### src/rtl/imem_loader.sv
// Length-prefixed byte-stream loader that writes little-endian words into instruction memory.
// Optional trailing XOR checksum byte when IMEM_LOADER_CHECKSUM_EN is defined.
module imem_loader #(
   parameter int ADDR_W = 8,
   parameter int DEPTH  = 256
) (
   input  logic              clk,
   input  logic              rst,
   input  logic              start,
   input  logic              byte_valid,
   input  logic [7:0]        byte_data,
   output logic              byte_ready,
   output logic              imem_we,
   output logic [ADDR_W-1:0] imem_addr,
   output logic [31:0]       imem_wdata,
   output logic              cpu_rst,
   output logic              busy,
   output logic              done,
   output logic              error
);

   typedef enum logic [2:0] {
      IDLE,
      LEN_LO,
      LEN_HI,
      DATA,
`ifdef IMEM_LOADER_CHECKSUM_EN
      CHK,
`endif
      DONE,
      ERR
   } state_t;

   state_t            state_q;
   logic [15:0]       n_q;
   logic [ADDR_W-1:0] cnt_q;
   logic [1:0]        lane_q;
   logic [23:0]       wbuf_q;
   logic              byte_ready_q;
   logic              imem_we_q;
   logic [ADDR_W-1:0] imem_addr_q;
   logic [31:0]       imem_wdata_q;
   logic              cpu_rst_q;
   logic              busy_q;
   logic              done_q;
   logic              error_q;
`ifdef IMEM_LOADER_CHECKSUM_EN
   logic [7:0]        csum_q;
`endif

   logic        xfer;
   logic        last_word;
   logic [15:0] n_d;
   logic [31:0] word_d;

   assign xfer      = byte_valid && byte_ready_q;
   assign last_word = (16'(cnt_q) == (n_q - 16'd1));
   assign n_d       = {byte_data, n_q[7:0]};
   assign word_d    = {byte_data, wbuf_q};

   always_ff @(posedge clk or negedge rst) begin
      if (!rst) begin
         state_q      <= IDLE;
         n_q          <= '0;
         cnt_q        <= '0;
         lane_q       <= '0;
         wbuf_q       <= '0;
         byte_ready_q <= 1'b0;
         imem_we_q    <= 1'b0;
         imem_addr_q  <= '0;
         imem_wdata_q <= '0;
         cpu_rst_q    <= 1'b1;
         busy_q       <= 1'b0;
         done_q       <= 1'b0;
         error_q      <= 1'b0;
`ifdef IMEM_LOADER_CHECKSUM_EN
         csum_q       <= '0;
`endif
      end else begin
         imem_we_q <= 1'b0;
         unique case (state_q)
            IDLE, DONE, ERR: begin
               if (start) begin
                  state_q      <= LEN_LO;
                  n_q          <= '0;
                  cnt_q        <= '0;
                  lane_q       <= '0;
                  byte_ready_q <= 1'b1;
                  cpu_rst_q    <= 1'b1;
                  busy_q       <= 1'b1;
                  done_q       <= 1'b0;
                  error_q      <= 1'b0;
`ifdef IMEM_LOADER_CHECKSUM_EN
                  csum_q       <= '0;
`endif
               end else if (state_q == DONE) begin
                  // release the core one cycle after the final write strobe
                  done_q    <= 1'b1;
                  cpu_rst_q <= 1'b0;
               end
            end
            LEN_LO: begin
               if (xfer) begin
                  n_q[7:0] <= byte_data;
                  state_q  <= LEN_HI;
               end
            end
            LEN_HI: begin
               if (xfer) begin
                  n_q <= n_d;
                  if (n_d == 16'd0) begin
`ifdef IMEM_LOADER_CHECKSUM_EN
                     state_q      <= CHK;
`else
                     state_q      <= DONE;
                     byte_ready_q <= 1'b0;
                     busy_q       <= 1'b0;
`endif
                  end else if ({1'b0, n_d} > 17'(DEPTH)) begin
                     state_q      <= ERR;
                     byte_ready_q <= 1'b0;
                     busy_q       <= 1'b0;
                     error_q      <= 1'b1;
                  end else begin
                     state_q <= DATA;
                  end
               end
            end
            DATA: begin
               if (!byte_ready_q) begin
                  byte_ready_q <= 1'b1;
               end else if (xfer) begin
                  lane_q <= lane_q + 2'd1;
`ifdef IMEM_LOADER_CHECKSUM_EN
                  csum_q <= csum_q ^ byte_data;
`endif
                  unique case (lane_q)
                     2'd0: wbuf_q[7:0]   <= byte_data;
                     2'd1: wbuf_q[15:8]  <= byte_data;
                     2'd2: wbuf_q[23:16] <= byte_data;
                     default: begin
                        imem_we_q    <= 1'b1;
                        imem_addr_q  <= cnt_q;
                        imem_wdata_q <= word_d;
                        cnt_q        <= cnt_q + 1'b1;
                        byte_ready_q <= 1'b0;
                        if (last_word) begin
`ifdef IMEM_LOADER_CHECKSUM_EN
                           state_q <= CHK;
`else
                           state_q <= DONE;
                           busy_q  <= 1'b0;
`endif
                        end
                     end
                  endcase
               end
            end
`ifdef IMEM_LOADER_CHECKSUM_EN
            CHK: begin
               if (!byte_ready_q) begin
                  byte_ready_q <= 1'b1;
               end else if (xfer) begin
                  byte_ready_q <= 1'b0;
                  busy_q       <= 1'b0;
                  if (byte_data == csum_q) begin
                     state_q <= DONE;
                  end else begin
                     state_q <= ERR;
                     error_q <= 1'b1;
                  end
               end
            end
`endif
            default: begin
               state_q      <= IDLE;
               byte_ready_q <= 1'b0;
               busy_q       <= 1'b0;
            end
         endcase
      end
   end

   assign byte_ready = byte_ready_q;
   assign imem_we    = imem_we_q;
   assign imem_addr  = imem_addr_q;
   assign imem_wdata = imem_wdata_q;
   assign cpu_rst    = cpu_rst_q;
   assign busy       = busy_q;
   assign done       = done_q;
   assign error      = error_q;

endmodule

### config.mk
export PLATFORM = sky130hd
export DESIGN_NAME = imem_loader
export DESIGN_NICKNAME = d
export VERILOG_FILES = /design/src/rtl/imem_loader.sv
export SDC_FILE = /design/constraint.sdc
export NUM_CORES = 1
export LEC_CHECK = 0
export ABC_AREA = 1
export CAP_MARGIN = 20
export CELL_PAD_IN_SITES_DETAIL_PLACEMENT = 1
export CELL_PAD_IN_SITES_GLOBAL_PLACEMENT = 2
export CORE_AREA = 4 4 142 144
export CTS_CLUSTER_SIZE = 8
export DETAILED_ROUTE_END_ITERATION = 10
export DIE_AREA = 0 0 146 148
export PLACE_DENSITY = 0.74
export SKIP_LAST_GASP = 1
export SLEW_MARGIN = 20
export SYNTH_ARGS = -nofsm -noshare
export SYNTH_HDL_FRONTEND = slang
export SYNTH_SLANG_ARGS = --single-unit
### constraint.sdc
create_clock -name clk -period 2.71 [get_ports clk]
set_input_delay 0.6775 -clock clk [delete_from_list [all_inputs] [get_ports clk]]
set_output_delay 0.6775 -clock clk [all_outputs]
set_load 0.1 [all_outputs]
# == Word level (Yosys, flattened, before mapping) ==
# Cells that the tools add are included.
# op_classes
n_addsub,3
multipliers,0
div_mod_pow,0
n_lt_le_gt_ge,1
n_eq_ne,18
n_shift,0
muxes,50
bitwise,3
n_reduce_logical,23
# ops
operator,n
8-bit two-way mux,5
16-bit two-way mux,2
8-bit case mux with 2 select lines,2
4-bit AND reduction,7
3-bit two-way mux,9
8-bit case mux with 3 select lines,1
1-bit two-way mux,23
2-bit != test (second input constant),9
8-bit by 16-bit equality test with 1-bit output,1
16-bit by 9-bit greater-than comparator with 1-bit output (second input constant),1
16-bit zero test,1
16-bit by 1-bit subtractor with 16-bit output (second input constant),1
3-bit case mux with 4 select lines,1
5-bit AND reduction,2
8-bit by 1-bit adder with 8-bit output (second input constant),1
1-bit case mux with 4 select lines,2
8-bit AND reduction,1
2-bit nonzero test,4
7-bit AND reduction,1
3-bit by 2-bit equality test with 1-bit output (second input constant),2
3-bit equality test (second input constant),2
2-bit two-way mux,3
3-bit OR reduction,2
2-bit case mux with 2 select lines,1
other kinds (12),14
# word_totals
ff_bits,99
latchBits,0
ram_bits,0
romBits,0
out_inout_bits,46
elab_cells,114
mem_count,0

# == Longest topological paths before layout ==
# Gate-level depths: netlist of run 1.
# depth
depth_word,7
depth_mapped,14
ltp_nobuf,14

# == Least setup slack after synthesis of run 1 ==
# No wires, ideal clock.
# synth_path
kind,reg2reg
startpoint,reg byte_ready_q (netlist: byte_ready)
endpoint,reg cnt_q[5]
setup_ps,131
arrival_time_ps,1964
required_ps,2579
path_slack_ps,615
path_stages_with_launch,10
n_path_buf,0
cell_sequence,dfrtp_1 -> nand2_1 -> inv_1 -> nand2_2 -> a21oi_4 -> nand2_4 -> nor3_4 -> nand3_1 -> nand2_1 -> nor2_1
# synth_via
elab_chain_len,3
elab_cells_between_ends,4
# synth_lines
element,line,text
"start, declared",39,logic byte_ready_q;
"start signal, assigned",68,byte_ready_q <= 1'b0;
"start signal, assigned",88,byte_ready_q <= 1'b1;
"start signal, assigned",116,byte_ready_q <= 1'b0;
1-bit logical AND,56,assign xfer = byte_valid && byte_ready_q;
2-bit != test (no line),n/a,
5-bit AND reduction (no line) *,n/a,
"end signal, assigned",145,cnt_q <= cnt_q + 1'b1;
"end, declared",36,logic [ADDR_W-1:0] cnt_q;
# Every way passes the cells marked *; elsewhere a longest branch is shown, timed or not.
# A chain may end at the register's enable or synchronous reset.

# == Final worst setup path of run 1 ==
# layout_path
startpoint,reg n_q[0]
endpoint,reg state_q[2]
# layout_via
elab_chain_len,5
elab_cells_between_ends,10
# layout_lines
element,line,text
"start, declared",35,logic [15:0] n_q;
"start signal, assigned",104,n_q[7:0] <= byte_data;
"start signal, assigned",110,n_q <= n_d;
"parallel branches: the longest is 5 deep, another holds 16-bit by 1-bit subtractor with 16-bit output",n/a,
"end signal, assigned",84,state_q <= LEN_LO;
"end signal, assigned",115,state_q <= DONE;
"end signal, assigned",120,state_q <= ERR;
"end, declared",34,state_t state_q;
# Several ways; the timed one is not identified. The select of a mux whose other input is x is not followed.

==> results of run 1 <==
worst max-delay path: stages, from the launching register on:
cell      delay, ps
dfrtp_1         390
inv_1           190
ha_1            340
nand2_4         120
nor2_4          160
nand2_1          70
nand2_1          60
nand2_1          80
nor2_2          100
nand3_2         110
o21bai_4        210
nand2_2          70
nand2_1          70
nand2_1          50
how the worst max path moves through the flow:
stage | start | end | slack [ps] | cells after the start
after global placement | byte_data[5] | busy | 260 | 11
after CTS | n_q[0] | busy | 550 | 13
after global routing | n_q[0] | state_q[2] | 350 | 13
after detailed placement | byte_data[5] | busy | 240 | 11
after floorplan | byte_ready | cnt_q[5] | 620 | 9
final | n_q[0] | state_q[2] | 570 | 13
registers in the layout, summed over array words and instances, names as in the netlist:
| register | flops |
|---|---|
| error | 1 |
| state_q | 3 |
| cnt_q | 8 |
| cpu_rst | 1 |
| lane_q | 2 |
| wbuf_q | 24 |
| byte_ready | 1 |
| n_q | 16 |
| done | 1 |
| imem_we | 1 |
| imem_addr | 8 |
| busy | 1 |
| imem_wdata | 32 |
logic make-up (layout without fill, tap and decap cells):
kind of cell | count (synthesis) | count (layout) | share of synthesized area
AND/OR/NAND/NOR | 307 | 307 | 0.2866
adder cells (fa/ha/maj) | 7 | 7 | 0.01882
buffers and inverters | 71 | 140 | 0.05969
flip-flops | 99 | 99 | 0.5327
XOR/XNOR | 4 | 4 | 0.007530
AO/OA/AOI/OAI | 78 | 78 | 0.09466
stage by stage:
stage	total power, mW	instances	utilization	instance area, um^2	setup WS (ps)
2_1_floorplan	4.401	566	-	4653	615.4
3_3_place_gp	5.129	853	0.2897	5419	256.5
3_5_place_dp	5.228	853	0.2897	5419	237.4
4_1_cts	6.602	869	0.3062	5728	546.2
5_1_grt	7.084	869	0.3062	5728	346.5
6_report	6.481	869	0.3062	5728	569.1
power groups by stage:
stage	Sequential, mW	Clock (mW)	Combinational [mW]
detailed placement	2.08	0	3.15
global placement	2.07	0	3.06
global route	2.10	1.45	3.53
floorplan	2.30	0	2.10
finish	2.05	1.34	3.09
CTS	2.06	1.39	3.15
per-layer routing:
layer / track usage / up-vias
li1: - / 1918
met1: 0.1662 / 1953
met2: 0.2268 / 62
met3: 0.02698 / 15
met4: 0.04657 / 0
met5: 0 / -
layout make-up:
cell class	instances	area, um^2	area share
multi-input cells	396	1897	0.3311
flip-flops and latches	99	2479	0.4327
inverters	58	217.7	0.03801
repair buffers	66	533.0	0.09305
clock inverters	7	83.83	0.01464
well taps	234	292.8	0.05111
clock buffers	9	225.2	0.03932
layout by cell type (no fill, tap or decap), drive strengths merged:
cell	instances
bufinv	1
buf	56
o21bai	2
nand2	208
nor4	2
nand4	3
o31ai	1
clkbuf	9
xnor2	2
ha	7
nor3b	2
nor3	5
nor2	52
and2	1
clkinv	3
inv	61
clkdlybuf4s50	10
dfrtp	98
a31oi	1
dfstp	1
a21oi	5
xor2	2
o22ai	6
nand3	34
a2bb2oi	1
o21ai	62
==> flow_metrics.env, run 1 <==
export IMPL_arrival_ps=2380
export IMPL_post_cts_resized=0
export IMPL_hold_viol=0
export IMPL_top_layer="met4"
export IMPL_die_w_um=146
export IMPL_clk_latency_ps=350
export IMPL_synth_top_area_share=0.5270
export IMPL_holdWs_ps=236.5
export IMPL_cp_data_required_time_ps=2950
export IMPL_seq_power_share=0.316
export IMPL_synth_seq_area_share=0.5327
export IMPL_htree_num_levels=3
export IMPL_setup_violations=0
export IMPL_synth_largest_area_cell="dfrtp_1"
export IMPL_die_area_um2=21610
export IMPL_globalRouteOverflowTotal=0
export IMPL_drv_slew=0
export IMPL_min_period_ps=2141
export IMPL_std_cell_rows=50
export IMPL_syn_area_per_cell_um2=8.221
export IMPL_postCtsSetupBuffers=0
export IMPL_wl_mm=13.50
export IMPL_grt_start_max_net_pins=41
export IMPL_max_freq_ghz=0.4671
export IMPL_synthArstFlopShare=1.000
export IMPL_postCtsHoldBufs=0
export IMPL_syn_nets=585
export IMPL_drc=0
export IMPL_hold_path_class="input port to async pin"
export IMPL_cts_buffer_depth=2
export IMPL_swShare=0.4618
export IMPL_p_int_mw=3.488
export IMPL_start_util=0.2488
export IMPL_yosys_cell_types_count=36
export IMPL_antenna_found_initial=0
export IMPL_worstMarginPinSlew_ps=493.9
export IMPL_leakage_nw=2.944
export IMPL_power_density_nw_per_um2=1131
export IMPL_io_pins=58
export IMPL_core_um2=18710
export IMPL_syn_inst=566
export IMPL_rr_endpoint="state_q[2]"
export IMPL_area_growth_pct=23.10
export IMPL_drive_gt1_frac=0.1654
export IMPL_routed_via_density=4.543
export IMPL_p_sw_mw=2.993
export IMPL_end_kind="flip-flop"
export IMPL_drv_cap=0
export IMPL_netlist_area_um2=4653
export IMPL_worstReg2RegStart="n_q[0]"
export IMPL_portBuffers=57
export IMPL_wl_met1_mm=6.173
export IMPL_synth_common_cells="nand2_1 (201), dfrtp_1 (98), inv_1 (52)"
export IMPL_cts_made_buffers=9
export IMPL_synth_edff_count=0
export IMPL_cp_start_kind="flip-flop"
export IMPL_cts_clk_slew_worst_paths_ps=70
export IMPL_die_y_um=148
export IMPL_wl_met2_mm=6.581
export IMPL_yosys_cell_count_top_type="nand2_1"
export IMPL_wl_per_cell_um=15.53
export IMPL_peakVddDrop_v=0.0003343
export IMPL_ff2ff_setup_slack_ps=570
export IMPL_fillers=2244
export IMPL_vias=3948
export IMPL_ys_top_cells_by_area="dfrtp_1 (53%), nand2_1 (16%), o21ai_0 (4.4%)"
export IMPL_yosys_register_bits=99
export IMPL_cts_num_sinks=99
export IMPL_grt_first_pass_wirelength_mm=22.84
export IMPL_cts_root_buf="clkbuf_16"
export IMPL_gp_congestion=0.8198
export IMPL_worst_r2r_path_depth=13
export IMPL_status="finished clean"
export IMPL_critPathKind="flip-flop to flip-flop"
export IMPL_firstDrtPassIters=4
export IMPL_routed_wl_met3_um=498
export IMPL_fin_crit_sh=0.7900
export IMPL_grt_pass1_vias=4271
export IMPL_yosys_warnings=0
export IMPL_cp_max_fo=6
export IMPL_fin_tns_setup_ps=0
export IMPL_slew_headroom=0.6699
export IMPL_grt_use_total=0.1322
export IMPL_ys_flop_type="dfrtp_1"
export IMPL_ant_nets=0
export IMPL_antennaDiodeCount=0
export IMPL_clkPwrFrac=0.207
export IMPL_nets=649
export IMPL_pwr_share_comb=0.477
export IMPL_rsz0062_at_grt="no"
export IMPL_cts_tree="done"
export IMPL_drtIter0Drc=159
export IMPL_finalClockSkew_ps=7.005
export IMPL_dp_hpwl_mm=10.46
No activity file was read; power rests on OpenSTA's default activity.
==> run 2: changes to the inputs <==
- clock period: 2.71 -> 2.1 ns (I/O delays scaled with it)
==> run 2 against run 1 <==
  * Sequential power grew 30%
  * Worst setup slack worse by 410 ps
  * Clock power is 14% higher
  * Critical path depth stayed put
  * Utilization is 1.1 points higher
  * Power up 30%
  * First-iteration DRC count is 37% higher
  * Routed wire length is 0.36% lower
  * Maximum frequency grew 10%
  * Sequential share of layout area decreased by 1.5 points
  * Sequential cell count unchanged
==> flow_metrics.env, run 2 (synthesized netlist as in run 1, its figures left out) <==
export IMPL_critPathKind="flip-flop to flip-flop"
export IMPL_leakage_nw=3.054
export IMPL_cts_tree="done"
export IMPL_cp_slowest_cell="dfrtp_1"
export IMPL_postCtsHoldBufs=0
export IMPL_drive_gt1_frac=0.1960
export IMPL_drtIter0Drc=218
export IMPL_crit_top_cell="nand2_1"
export IMPL_area_growth_pct=27.64
export IMPL_start_util=0.2488
export IMPL_portBuffers=57
export IMPL_max_stage_delay_ps=400
export IMPL_slew_headroom=0.7062
export IMPL_firstDrtPassIters=4
export IMPL_cts_made_buffers=9
export IMPL_mostFrequentLayoutCell="nand2_1"
export IMPL_setup_violations=0
export IMPL_grt_use_total=0.1319
export IMPL_core_um2=18710
export IMPL_std_cell_rows=50
export IMPL_utilization=0.3175
export IMPL_arrival_ps=2190
export IMPL_grt_start_max_net_pins=50
export IMPL_die_area_um2=21610
export IMPL_io_pins=58
export IMPL_drv_cap=0
export IMPL_grt_pass1_vias=4237
export IMPL_cts_clk_slew_worst_paths_ps=70
export IMPL_timing_critical_path_max_delay_family="simple AND/OR/NAND/NOR gates"
export IMPL_grt_first_pass_wirelength_mm=22.80
export IMPL_dpl_cell_area_um2=5649
export IMPL_hold_viol=0
export IMPL_cp_start_kind="flip-flop"
export IMPL_worstMarginPinSlew_ps=440.7
export IMPL_largest_reg_flops=32
export IMPL_cts_num_sinks=99
export IMPL_ant_nets=0
export IMPL_final_cells=892
export IMPL_fin_crit_sh=0.9252
export IMPL_die_y_um=148
export IMPL_gp_congestion=0.7990
export IMPL_routed_via_density=4.473
export IMPL_path_cells="inv_1 -> buf_4 -> nand2_2 -> nor2_4 -> nand2_1 -> nand2_1 -> nand2_1 -> nor2_1 -> nand3_2 -> o21bai_4 -> nand2_2 -> nand2_1 -> nand2_1"
export IMPL_end_kind="flip-flop"
export IMPL_clk_latency_ps=350
export IMPL_antenna_found_initial=0
export IMPL_antennaDiodeCount=0
export IMPL_cts_root_buf="clkbuf_16"
export IMPL_layout_cells_most_common_list="nand2_1 (201), dfrtp_1 (98), buf_4 (75)"
export IMPL_htree_num_levels=3
export IMPL_status="finished clean"
export IMPL_max_freq_ghz=0.5147
export IMPL_dp_hpwl_mm=10.54
export IMPL_stdcell_area_um2=5939
export IMPL_postCtsSetupBuffers=0
export IMPL_peakVddDrop_v=0.0004473
export IMPL_cp_data_required_time_ps=2340
export IMPL_drc=0
export IMPL_cp_max_fo=5
export IMPL_globalRouteOverflowTotal=0
export IMPL_rsz0062_at_grt="no"
export IMPL_place_inst=877
export IMPL_crit_buf_inv=2
export IMPL_cts_buffer_depth=2
export IMPL_wl_mm=13.45
export IMPL_vias=3990
export IMPL_min_period_ps=1943
export IMPL_die_w_um=146
export IMPL_wl_per_cell_um=15.08
export IMPL_power_density_nw_per_um2=1418
export IMPL_holdWs_ps=112.7
export IMPL_hold_path_class="input port to async pin"
export IMPL_nets=673
export IMPL_finalClockSkew_ps=7.020
export IMPL_drv_slew=0
==> run 2: timing repair <==
item | 4_1_cts | 5_1_grt
resized for setup | 0 | 4
hold endpoints to repair | 0 | 0
setup endpoints to repair | 0 | 3
==> run 2: report_power, final <==
group	switching, mW	internal [mW]
clock	0.730	0.804
sequential	0.373	2.30
combinational	2.77	1.45
==> run 2: area by class of cell <==
class	count	area (um^2)
clock buffer	10	229.0
clock inverter	5	38.79
fill	2238	12770
inverter	58	217.7
multi-input combinational	396	1919
sequential	99	2479
tap	234	292.8
timing repair buffer	90	763.2
==> run 2: layer usage <==
| metal | part of all wire | global-route usage | up-vias |
|---|---|---|---|
| met1 | 0.46 | 0.1733 | 1943 |
| met5 | 0 | 0 | - |
| met2 | 0.48 | 0.2182 | 62 |
| li1 | - | - | 1969 |
| met4 | 0.018 | 0.04374 | 0 |
| met3 | 0.034 | 0.02728 | 16 |
==> run 2: path summary, 6_finish.rpt <==
check	slack [ps]	end	from	depth (start not counted)
setup / recovery	160	state_q[2]	n_q[0]	13
min in group clk	480	imem_wdata[11]	wbuf_q[11]	2
hold reg to reg	480	imem_wdata[11]	wbuf_q[11]	2
setup reg to reg	160	state_q[2]	n_q[0]	13
max in group asynchronous	1340	cnt_q[5]	rst	2
hold / removal	110	imem_wdata[9]	rst	1
==> run 2: metrics by stage <==
stage | setup TNS, ps | setup slack (ps) | total power [mW]
after floorplan | 0 | 5.355 | 5.680
after global placement | -303.9 | -149.3 | 6.780
after detailed placement | -549.0 | -181.3 | 6.906
after CTS | 0 | 70.96 | 8.483
after global routing | 0 | 2.164 | 9.215
final | 0 | 157.1 | 8.422
==> run 3: changes to the inputs <==
- CORE_AREA: 4 4 142 144 -> 4 4 121 169
- DIE_AREA: 0 0 146 148 -> 0 0 125 173
- SETUP_SLACK_MARGIN: not set -> 0.15
==> run 3 against run 2 <==
  * Register-to-register slack better by 60 ps
  * Combinational power rose by 10%
  * Worst setup slack improved by 55 ps
  * Die area about the same
  * Clock skew rose by 0.52 ps
  * First-iteration DRC count is 17% lower
  * Via count up 0.95%
  * Count of clock-buffer cells in the layout up 2
  * Design area increased by 3.6%
  * Non-clock buffer count up 8
  * Critical path type unchanged
  * Highest routed layer unchanged
==> flow_metrics.env, run 3 (synthesized netlist as in run 1, its figures left out) <==
export IMPL_drv_cap=0
export IMPL_multi_input_area_um2=2012
export IMPL_largest_reg_flops=32
export IMPL_die_w_um=125
export IMPL_drive_gt1_frac=0.2414
export IMPL_power_density_nw_per_um2=1481
export IMPL_htree_num_levels=3
export IMPL_cts_clk_slew_worst_paths_ps=70
export IMPL_cts_made_buffers=9
export IMPL_fillers=2323
export IMPL_arrival_ps=2110
export IMPL_holdWs_ps=104.2
export IMPL_place_inst=890
export IMPL_crit_top_cell="nand2_1"
export IMPL_grt_use_total=0.1356
export IMPL_hold_path_class="input port to async pin"
export IMPL_dpl_worst_slack_ps=-71.57
export IMPL_io_pins=58
export IMPL_timing_critical_path_max_delay_family="simple AND/OR/NAND/NOR gates"
export IMPL_regArea_um2=2485
export IMPL_worst_slack_ps=212.5
export IMPL_drv_slew=0
export IMPL_core_um2=19070
export IMPL_firstDrtPassIters=4
export IMPL_cp_max_fo=5
export IMPL_postCtsHoldBufs=0
export IMPL_die_area_um2=21630
export IMPL_hold_viol=0
export IMPL_ant_nets=0
export IMPL_rsz0062_at_grt="yes"
export IMPL_cp_slowest_cell="dfrtp_1"
export IMPL_setup_violations=0
export IMPL_finalClockSkew_ps=7.537
export IMPL_area_growth_pct=32.21
export IMPL_stdcell_area_um2=6152
export IMPL_layout_cells_most_common_list="nand2_1 (194), dfrtp_1 (93), buf_4 (83)"
export IMPL_dp_hpwl_mm=10.87
export IMPL_fin_crit_sh=0.8988
export IMPL_vias=4028
export IMPL_leakage_nw=3.128
export IMPL_max_freq_ghz=0.5298
export IMPL_ff2ff_setup_slack_ps=210
export IMPL_gp_congestion=0.8119
export IMPL_worstMarginPinSlew_ps=411.0
export IMPL_cts_root_buf="clkbuf_16"
export IMPL_grt_start_max_net_pins=34
export IMPL_crit_buf_inv=1
export IMPL_path_cells="inv_2 -> ha_4 -> nand2_4 -> nor2_4 -> nand2_1 -> nand2_1 -> nand2_1 -> nor2_2 -> nand3_2 -> o21bai_4 -> nand2_1 -> nand2_1 -> nand2_1"
export IMPL_mostFrequentLayoutCell="nand2_1"
export IMPL_end_kind="flip-flop"
export IMPL_antennaDiodeCount=0
export IMPL_drc=0
export IMPL_routed_via_density=4.402
export IMPL_slew_headroom=0.7257
export IMPL_cts_num_sinks=99
export IMPL_die_y_um=173
export IMPL_clk_latency_ps=350
export IMPL_cp_start_kind="flip-flop"
export IMPL_critPathKind="flip-flop to flip-flop"
export IMPL_min_period_ps=1888
export IMPL_portBuffers=57
export IMPL_grt_first_pass_wirelength_mm=23.38
export IMPL_status="finished clean"
export IMPL_wl_per_cell_um=15.61
export IMPL_wl_mm=14.29
export IMPL_dpl_cell_area_um2=5650
export IMPL_max_stage_delay_ps=390
export IMPL_cp_data_required_time_ps=2320
export IMPL_nets=681
export IMPL_drtIter0Drc=180
export IMPL_final_cells=915
export IMPL_antenna_found_initial=0
export IMPL_std_cell_rows=60
export IMPL_grt_pass1_vias=4413
export IMPL_start_util=0.2440
export IMPL_globalRouteOverflowTotal=0
export IMPL_cts_buffer_depth=2
export IMPL_cts_tree="done"
export IMPL_peakVddDrop_v=0.0007939
==> run 3: report_power, final <==
| group | leakage (nW) | internal [mW] | total [mW] | switching (mW) |
|---|---|---|---|---|
| sequential | 1.34 | 2.31 | 2.72 | 0.413 |
| combinational | 1.63 | 1.71 | 4.65 | 2.94 |
| clock | 0.153 | 0.999 | 1.74 | 0.740 |
==> run 3: final timing paths <==
check	start	to	cells after the start
min in group clk	wbuf_q[18]	imem_wdata[18]	2
worst min-delay path	rst	imem_wdata[0]	1
max in group asynchronous	rst	cpu_rst	2
worst max-delay path	n_q[1]	busy	13
worst max register to register	n_q[1]	busy	13
worst min register to register	wbuf_q[18]	imem_wdata[18]	2
==> run 3: routing by layer <==
metal | GRT usage | part of all wire | vias to the layer above
met1 | 0.1631 | 0.44 | 1970
met2 | 0.2408 | 0.52 | 64
met4 | 0.05380 | 0.024 | 0
li1 | - | - | 1978
met3 | 0.02163 | 0.025 | 16
met5 | 0 | 0 | -
==> run 3: repair_timing <==
action,in CTS,in global routing
gates resized for setup,2,33
buffers inserted,0,9
endpoints found under the hold margin,0,0
endpoints found under the setup margin,3,6
cloned,0,0
pin swaps,0,11
==> run 3: through the flow <==
step | util | TNS, ps | power, mW
5_1_grt | 0.3226 | 0 | 9.881
4_1_cts | 0.3134 | 0 | 8.675
6_report | 0.3226 | 0 | 9.113
2_1_floorplan | - | 0 | 5.682
3_5_place_dp | 0.2963 | -240.4 | 6.879
3_3_place_gp | 0.2963 | -20.33 | 6.741
==> run 3: final cells by class <==
type / instances / share of cell area
Timing Repair Buffer: 98 / 0.1324
Inverter: 58 / 0.03539
Tap cell: 248 / 0.05044
Sequential cell: 99 / 0.4039
Clock inverter: 4 / 0.009152
Clock buffer: 12 / 0.04169
Multi-Input combinational cell: 396 / 0.3270
